==> config.mk <==
export PLATFORM = sky130hd
export DESIGN_NAME = enc_period_snapshot_ctrl_flat
export DESIGN_NICKNAME = d
export VERILOG_FILES = /design/src/rtl/enc_period_snapshot_ctrl_if.sv /design/src/rtl/enc_period_snapshot_ctrl.sv /design/src/flat_wrapper.sv
export SDC_FILE = /design/constraint.sdc
export NUM_CORES = 1
export LEC_CHECK = 0
export CORE_MARGIN = 10
export CORE_UTILIZATION = 40
export DETAILED_ROUTE_END_ITERATION = 10
export GPL_TIMING_DRIVEN = 1
export HOLD_SLACK_MARGIN = 0.15
export SYNTH_ARGS = -nofsm -noshare
export SYNTH_HDL_FRONTEND = slang
export SYNTH_SLANG_ARGS = --single-unit
export TNS_END_PERCENT = 100
==> constraint.sdc <==
create_clock -name clk_fast -period 2.1 [get_ports clk_fast]
set_input_delay 0.42 -clock clk_fast [delete_from_list [all_inputs] [get_ports clk_fast]]
set_output_delay 0.42 -clock clk_fast [all_outputs]
set_load 0.005 [all_outputs]
==> src/rtl/enc_period_snapshot_ctrl_if.sv <==
// Host-side interface of the encoder period snapshot controller.
// Carries the snapshot req/ack handshake and the committed read path.
//   snap_req  : snapshot request level (host -> ctrl)
//   snap_ack  : snapshot committed, held while snap_req stays high
//   busy      : controller is sampling or committing
//   rd_sel    : read channel select (host -> ctrl)
//   rd_data   : committed period word of rd_sel, one cycle after rd_sel
//   rd_valid  : at least one snapshot committed since reset
//   stale     : committed per-channel stale flags
//   seq       : committed snapshot sequence number
interface enc_period_snapshot_ctrl_if #(
   parameter int unsigned NUM_CH = 4,
   parameter int unsigned DW     = 32,
   parameter int unsigned CHW    = 2
);
   logic              snap_req;
   logic              snap_ack;
   logic              busy;
   logic [CHW-1:0]    rd_sel;
   logic [DW-1:0]     rd_data;
   logic              rd_valid;
   logic [NUM_CH-1:0] stale;
   logic [7:0]        seq;

   modport master (
      output snap_req, rd_sel,
      input  snap_ack, busy, rd_data, rd_valid, stale, seq
   );

   modport slave (
      input  snap_req, rd_sel,
      output snap_ack, busy, rd_data, rd_valid, stale, seq
   );
endinterface

==> src/rtl/enc_period_snapshot_ctrl.sv <==
// Encoder period snapshot controller.
// On a rising edge of snap_req, walks the channels one per cycle into a
// shadow buffer, commits the shadow atomically into the read buffer and
// acknowledges. A per-channel watchdog flags channels that have not been
// refreshed for STALE_MAX cycles.
//   clk_fast  : measurement clock
//   reset     : asynchronous, active-low
//   ch_period : per-channel period words, channel k at [k*DW +: DW]
//   ch_update : per-channel refresh pulse
//   bus       : host handshake and read path (slave side)
module enc_period_snapshot_ctrl #(
   parameter int unsigned NUM_CH    = 4,
   parameter int unsigned DW        = 32,
   parameter int unsigned CHW       = 2,
   parameter logic [15:0] STALE_MAX = 16'hFFFF
) (
   input  logic                 clk_fast,
   input  logic                 reset,
   input  logic [NUM_CH*DW-1:0] ch_period,
   input  logic [NUM_CH-1:0]    ch_update,
   enc_period_snapshot_ctrl_if.slave bus
);

   localparam int unsigned WDW = 16;
   localparam logic [CHW-1:0] CI_LAST = CHW'(NUM_CH - 1);

   typedef enum logic [1:0] {
      IDLE,
      SAMPLE,
      COMMIT,
      ACK
   } state_t;

   state_t            state;
   logic [CHW-1:0]    ci;
   logic              snap_req_q;
   logic              snap_ack_q;
   logic              busy_q;
   logic              rd_valid_q;
   logic [7:0]        seq_q;
   logic [NUM_CH-1:0] stale_q;
   logic [DW-1:0]     rd_data_q;
   logic [NUM_CH-1:0] shadow_stale;
   logic [DW-1:0]     shadow  [NUM_CH];
   logic [DW-1:0]     readbuf [NUM_CH];
   logic [WDW-1:0]    wd      [NUM_CH];

   assign bus.snap_ack = snap_ack_q;
   assign bus.busy     = busy_q;
   assign bus.rd_valid = rd_valid_q;
   assign bus.seq      = seq_q;
   assign bus.stale    = stale_q;
   assign bus.rd_data  = rd_data_q;

   // Staleness watchdogs: cleared by an update, otherwise count up and saturate.
   always_ff @(posedge clk_fast or negedge reset) begin
      if (!reset) begin
         for (int k = 0; k < NUM_CH; k++) wd[k] <= '0;
      end else begin
         for (int k = 0; k < NUM_CH; k++) begin
            if (ch_update[k])           wd[k] <= '0;
            else if (wd[k] != STALE_MAX) wd[k] <= wd[k] + WDW'(1);
         end
      end
   end

   // Snapshot sequencer with registered handshake/status outputs.
   always_ff @(posedge clk_fast or negedge reset) begin
      if (!reset) begin
         state        <= IDLE;
         ci           <= '0;
         snap_req_q   <= 1'b0;
         snap_ack_q   <= 1'b0;
         busy_q       <= 1'b0;
         rd_valid_q   <= 1'b0;
         seq_q        <= '0;
         stale_q      <= '0;
         shadow_stale <= '0;
         for (int k = 0; k < NUM_CH; k++) begin
            shadow[k]  <= '0;
            readbuf[k] <= '0;
         end
      end else begin
         snap_req_q <= bus.snap_req;
         case (state)
            IDLE: begin
               if (bus.snap_req && !snap_req_q) begin
                  state  <= SAMPLE;
                  ci     <= '0;
                  busy_q <= 1'b1;
               end
            end
            SAMPLE: begin
               // Stale flag uses the watchdog value before any same-cycle clear.
               shadow[ci]       <= ch_period[ci*DW +: DW];
               shadow_stale[ci] <= (wd[ci] == STALE_MAX);
               ci               <= ci + CHW'(1);
               if (ci == CI_LAST) state <= COMMIT;
            end
            COMMIT: begin
               for (int k = 0; k < NUM_CH; k++) readbuf[k] <= shadow[k];
               stale_q    <= shadow_stale;
               seq_q      <= seq_q + 8'd1;
               rd_valid_q <= 1'b1;
               busy_q     <= 1'b0;
               snap_ack_q <= 1'b1;
               state      <= ACK;
            end
            ACK: begin
               if (!bus.snap_req) begin
                  snap_ack_q <= 1'b0;
                  state      <= IDLE;
               end
            end
            default: state <= IDLE;
         endcase
      end
   end

   // Registered read port; out-of-range selects read as zero.
   always_ff @(posedge clk_fast or negedge reset) begin
      if (!reset)                        rd_data_q <= '0;
      else if (32'(bus.rd_sel) < NUM_CH) rd_data_q <= readbuf[bus.rd_sel];
      else                               rd_data_q <= '0;
   end

endmodule

==> src/flat_wrapper.sv <==
// flat-port wrapper written by rule: the top's interface ports become plain ports
module enc_period_snapshot_ctrl_flat 
#(
   parameter int unsigned NUM_CH    = 4,
   parameter int unsigned DW        = 32,
   parameter int unsigned CHW       = 2,
   parameter logic [15:0] STALE_MAX = 16'hFFFF
)
  (clk_fast, reset, ch_period, ch_update, bus_snap_req, bus_rd_sel, bus_snap_ack, bus_busy, bus_rd_data, bus_rd_valid, bus_stale, bus_seq);
  enc_period_snapshot_ctrl_if #(.NUM_CH(NUM_CH), .DW(DW), .CHW(CHW)) bus_i ();
  input  logic clk_fast;
  input  logic reset;
  input  logic [NUM_CH*DW-1:0] ch_period;
  input  logic [NUM_CH-1:0] ch_update;
  input wire logic [$bits(bus_i.snap_req)-1:0] bus_snap_req;
  input wire logic [$bits(bus_i.rd_sel)-1:0] bus_rd_sel;
  output wire logic [$bits(bus_i.snap_ack)-1:0] bus_snap_ack;
  output wire logic [$bits(bus_i.busy)-1:0] bus_busy;
  output wire logic [$bits(bus_i.rd_data)-1:0] bus_rd_data;
  output wire logic [$bits(bus_i.rd_valid)-1:0] bus_rd_valid;
  output wire logic [$bits(bus_i.stale)-1:0] bus_stale;
  output wire logic [$bits(bus_i.seq)-1:0] bus_seq;
  assign bus_i.snap_req = bus_snap_req;
  assign bus_i.rd_sel = bus_rd_sel;
  assign bus_snap_ack = bus_i.snap_ack;
  assign bus_busy = bus_i.busy;
  assign bus_rd_data = bus_i.rd_data;
  assign bus_rd_valid = bus_i.rd_valid;
  assign bus_stale = bus_i.stale;
  assign bus_seq = bus_i.seq;
  enc_period_snapshot_ctrl #(.NUM_CH(NUM_CH), .DW(DW), .CHW(CHW), .STALE_MAX(STALE_MAX)) u_core (.clk_fast(clk_fast), .reset(reset), .ch_period(ch_period), .ch_update(ch_update), .bus(bus_i));
endmodule
==> results_dict.tcl <==
set metrics [dict create \
    worstPathArrival_ns 1.49 \
    crit_type "flop to output pin" \
    grt_max_degree 60 \
    grtUsageTotal_pct 14.6 \
    cts_buffer_depth 3 \
    syn_to_final_growth_pct 25.6 \
    reg2reg_from "u_core.wd[32]" \
    fin_skew_ns 0.0148 \
    dr.pass1.iters 4 \
    rows 73 \
    dp.cells 1780 \
    p_leak_nw 8.30 \
    status "completed" \
    port_buffers 183 \
    nNetsFinal 1450 \
    synth_area_leader_cell "dfrtp_1" \
    powerDensity_nw_per_um2 1320 \
    rr_worst_depth 7 \
    crit_path_end_kind "output pin" \
    dieHeight_um 221 \
    ys_types 54 \
    syn_nets 1234 \
    ys_warn_count 0 \
    ys.flop_type "dfrtp_1" \
    post-route-period-util_pct 90.7 \
    final_common_cell "dfrtp_1" \
    wire_per_inst_um 19.2 \
    drc 0 \
    synthArstFlopShare_pct 100 \
    fillerInstances 3397 \
    core_area_sq_um 39900 \
    grt_pass1_wl_mm 58.7 \
    netlist_area_sq_um 16200 \
    required_ns 1.68 \
    ys_seq_area_share_pct 58.0 \
    io_pins 184 \
    multiInputGateArea_sq_um 6590 \
    rsz0062_at_grt "no" \
    clkTransAtPathRegs_ns 0.05 \
    period_needed_ns 1.91 \
    die_area_sq_um 49000 \
    startpoint_type "flop" \
    worst-path-buf-inv 1 \
    hp-class "input port to async pin" \
    dp_hpwl_mm 23.6 \
    yosys.area.top_type_share_pct 58.0 \
    synth_edf_count 0 \
    place_congestion 0.762 \
    synth_cells 1083 \
    worstReg2RegEnd "u_core.wd[35]" \
    final_cell_mix "374 x dfrtp_1, 265 x mux2_2, 180 x clkdlybuf4s50_1, 72 x nor2_1, 64 x mux4_2" \
    fmax_mhz 525 \
    final_area_sq_um 20400 \
    setup_violations 0 \
    cts_sinks 376 \
    hold_viol 0 \
    path_cells "clkdlybuf4s50_1" \
    max_stage_delay_ns 0.54 \
    num_vias 9579 \
    final_cell_count_no_fill 1852 \
    drt-total-wl_mm 35.6 \
    antenna_found_initial 1 \
    grt_pass1_vias 10400 \
    layout-drive-gt1-share_pct 35.0 \
    rrSetupSlack_ns 0.25 \
    drtIter0Drc 378 \
    cts_buffers 41 \
    ys_ff_latch 376 \
    start_util_pct 40.7 \
    via_per_inst 5.17 \
    slowest_stage "clkdlybuf4s50_1" \
    h-tree-depth 2 \
    avgSynthCellArea_sq_um 15.0 \
    tightest_slew_ns 0.638 \
    maxSlewViolCount 0 \
    drtAntennaViolNets 0 \
    fp.dieW_um 221 \
    path_delay_family "buffers and inverters" \
    cts_root_buf "clkbuf_16" \
    cts-resized-gates 0 \
    max-vdd-ir-drop_uv 580 \
    ys_top_cells_by_area "dfrtp_1 58%, mux2_2 18%, mux4_2 8.9%, xnor2_1 2.0%, nor2_1 1.7%" \
    slew_headroom_pct 57.3 \
    tritoncts "done" \
    drv_cap 0 \
    worstPathMaxFanout 5 \
    grt-ovfl-total 0 \
    cts_setup_buffers 0 \
    placed_area_sq_um 19100 \
    regArea_sq_um 9410 \
    clkLatencyLatePin_ns 0.53 \
]
==> cells by family (layout without fill, tap and decap cells) <==
family                     after synthesis  in the layout  synth area share, %
muxes                                  335            335                 27.7
xor gates and xnor gates                52             52                 2.81
adders and majority gates               14             14                 1.08
AOI/OAI and AO/OA                       37             37                 1.49
other                                    0              1                    0
and+or+nand+nor                        206            206                 7.36
DFF                                    376            376                 58.0
buffers and inverters                   63            306                 1.61
==> power by group <==
group	switching [mW]	total [mW]	internal [mW]
registers	1.49	11.8	10.3
logic	3.00	8.22	5.22
clock network	2.78	6.89	4.11
total	7.26	26.9	19.6
==> cell type report <==
cell class                      count  area share [%]
Sequential cell                   376            46.2
Inverter                            9           0.166
Multi-Input combinational cell    644            32.3
Clock buffer                       64            6.00
Antenna cell                        1          0.0123
Tap cell                          525            3.22
Clock inverter                      6           0.338
Timing Repair Buffer              227            11.8
==> metal layers <==
metal  routed length (um)  share of wire [%]  GRT usage, %
met1                16200                 46          19.2
met2                17400                 49          24.4
met3                 1270                3.6          2.66
met4                  687                1.9          3.65
met5                    0                  0             0
==> per-stage QoR <==
step                power [mW]  hold WS [ns]  setup TNS (ns)  setup WS (ns)  util [%]
finish                    26.9         0.427               0          0.195      51.1
global route              28.6         0.453               0         0.0109      51.1
CTS                       27.4         0.422               0          0.156      51.1
detailed placement        20.3         0.392               0          0.153      47.8
global placement          20.0         0.390               0          0.237      47.8
floorplan                 17.0         0.124           -1.79        -0.0896         -
==> worst max-delay path by stage <==
stage / startpoint / end / slack (ns) / cells after the start
2_1_floorplan: u_core.ci[1] / u_core.shadow[107] / -0.09 / 7
3_3_place_gp: bus_snap_req / u_core.state[0] / 0.24 / 5
3_5_place_dp: bus_snap_req / u_core.state[0] / 0.15 / 5
4_1_cts: u_core.bus.seq[3] / bus_seq[3] / 0.16 / 1
5_1_grt: u_core.wd[32] / u_core.wd[35] / 0.01 / 7
6_report: u_core.bus.seq[2] / bus_seq[2] / 0.19 / 1
==> synthesized netlist by cell type, drive strengths merged (3+ instances only) <==
library cell and n:
nor3 21, nand4 21, nor3b 3, inv 9, o21ai 14, a31oi 3
and4 7, dfrtp 376, nand3 17, a21oi 6, or3 4, clkbuf 22
buf 32, nor4 10, nand4b 3, mux2i 6, mux2 265, xnor2 37
nor2 72, xor2 15, nor4b 5, ha 14, nand2 30, a211oi 6
mux4 64
==> flip-flops by register name (all words and copies together) (netlist names), 4 cells and up <==
register	flops
u_core.bus.rd_data	32
u_core.bus.seq	8
u_core.bus.stale	4
u_core.readbuf	128
u_core.shadow	128
u_core.shadow_stale	4
u_core.wd	64
==> timing repair <==
item                                    in CTS  in global routing
hold buffers                                 1                  0
endpoints found under the setup margin       0                  0
hold endpoints to repair                    37                  0
Note: power is estimated with default switching activity, not from simulation.
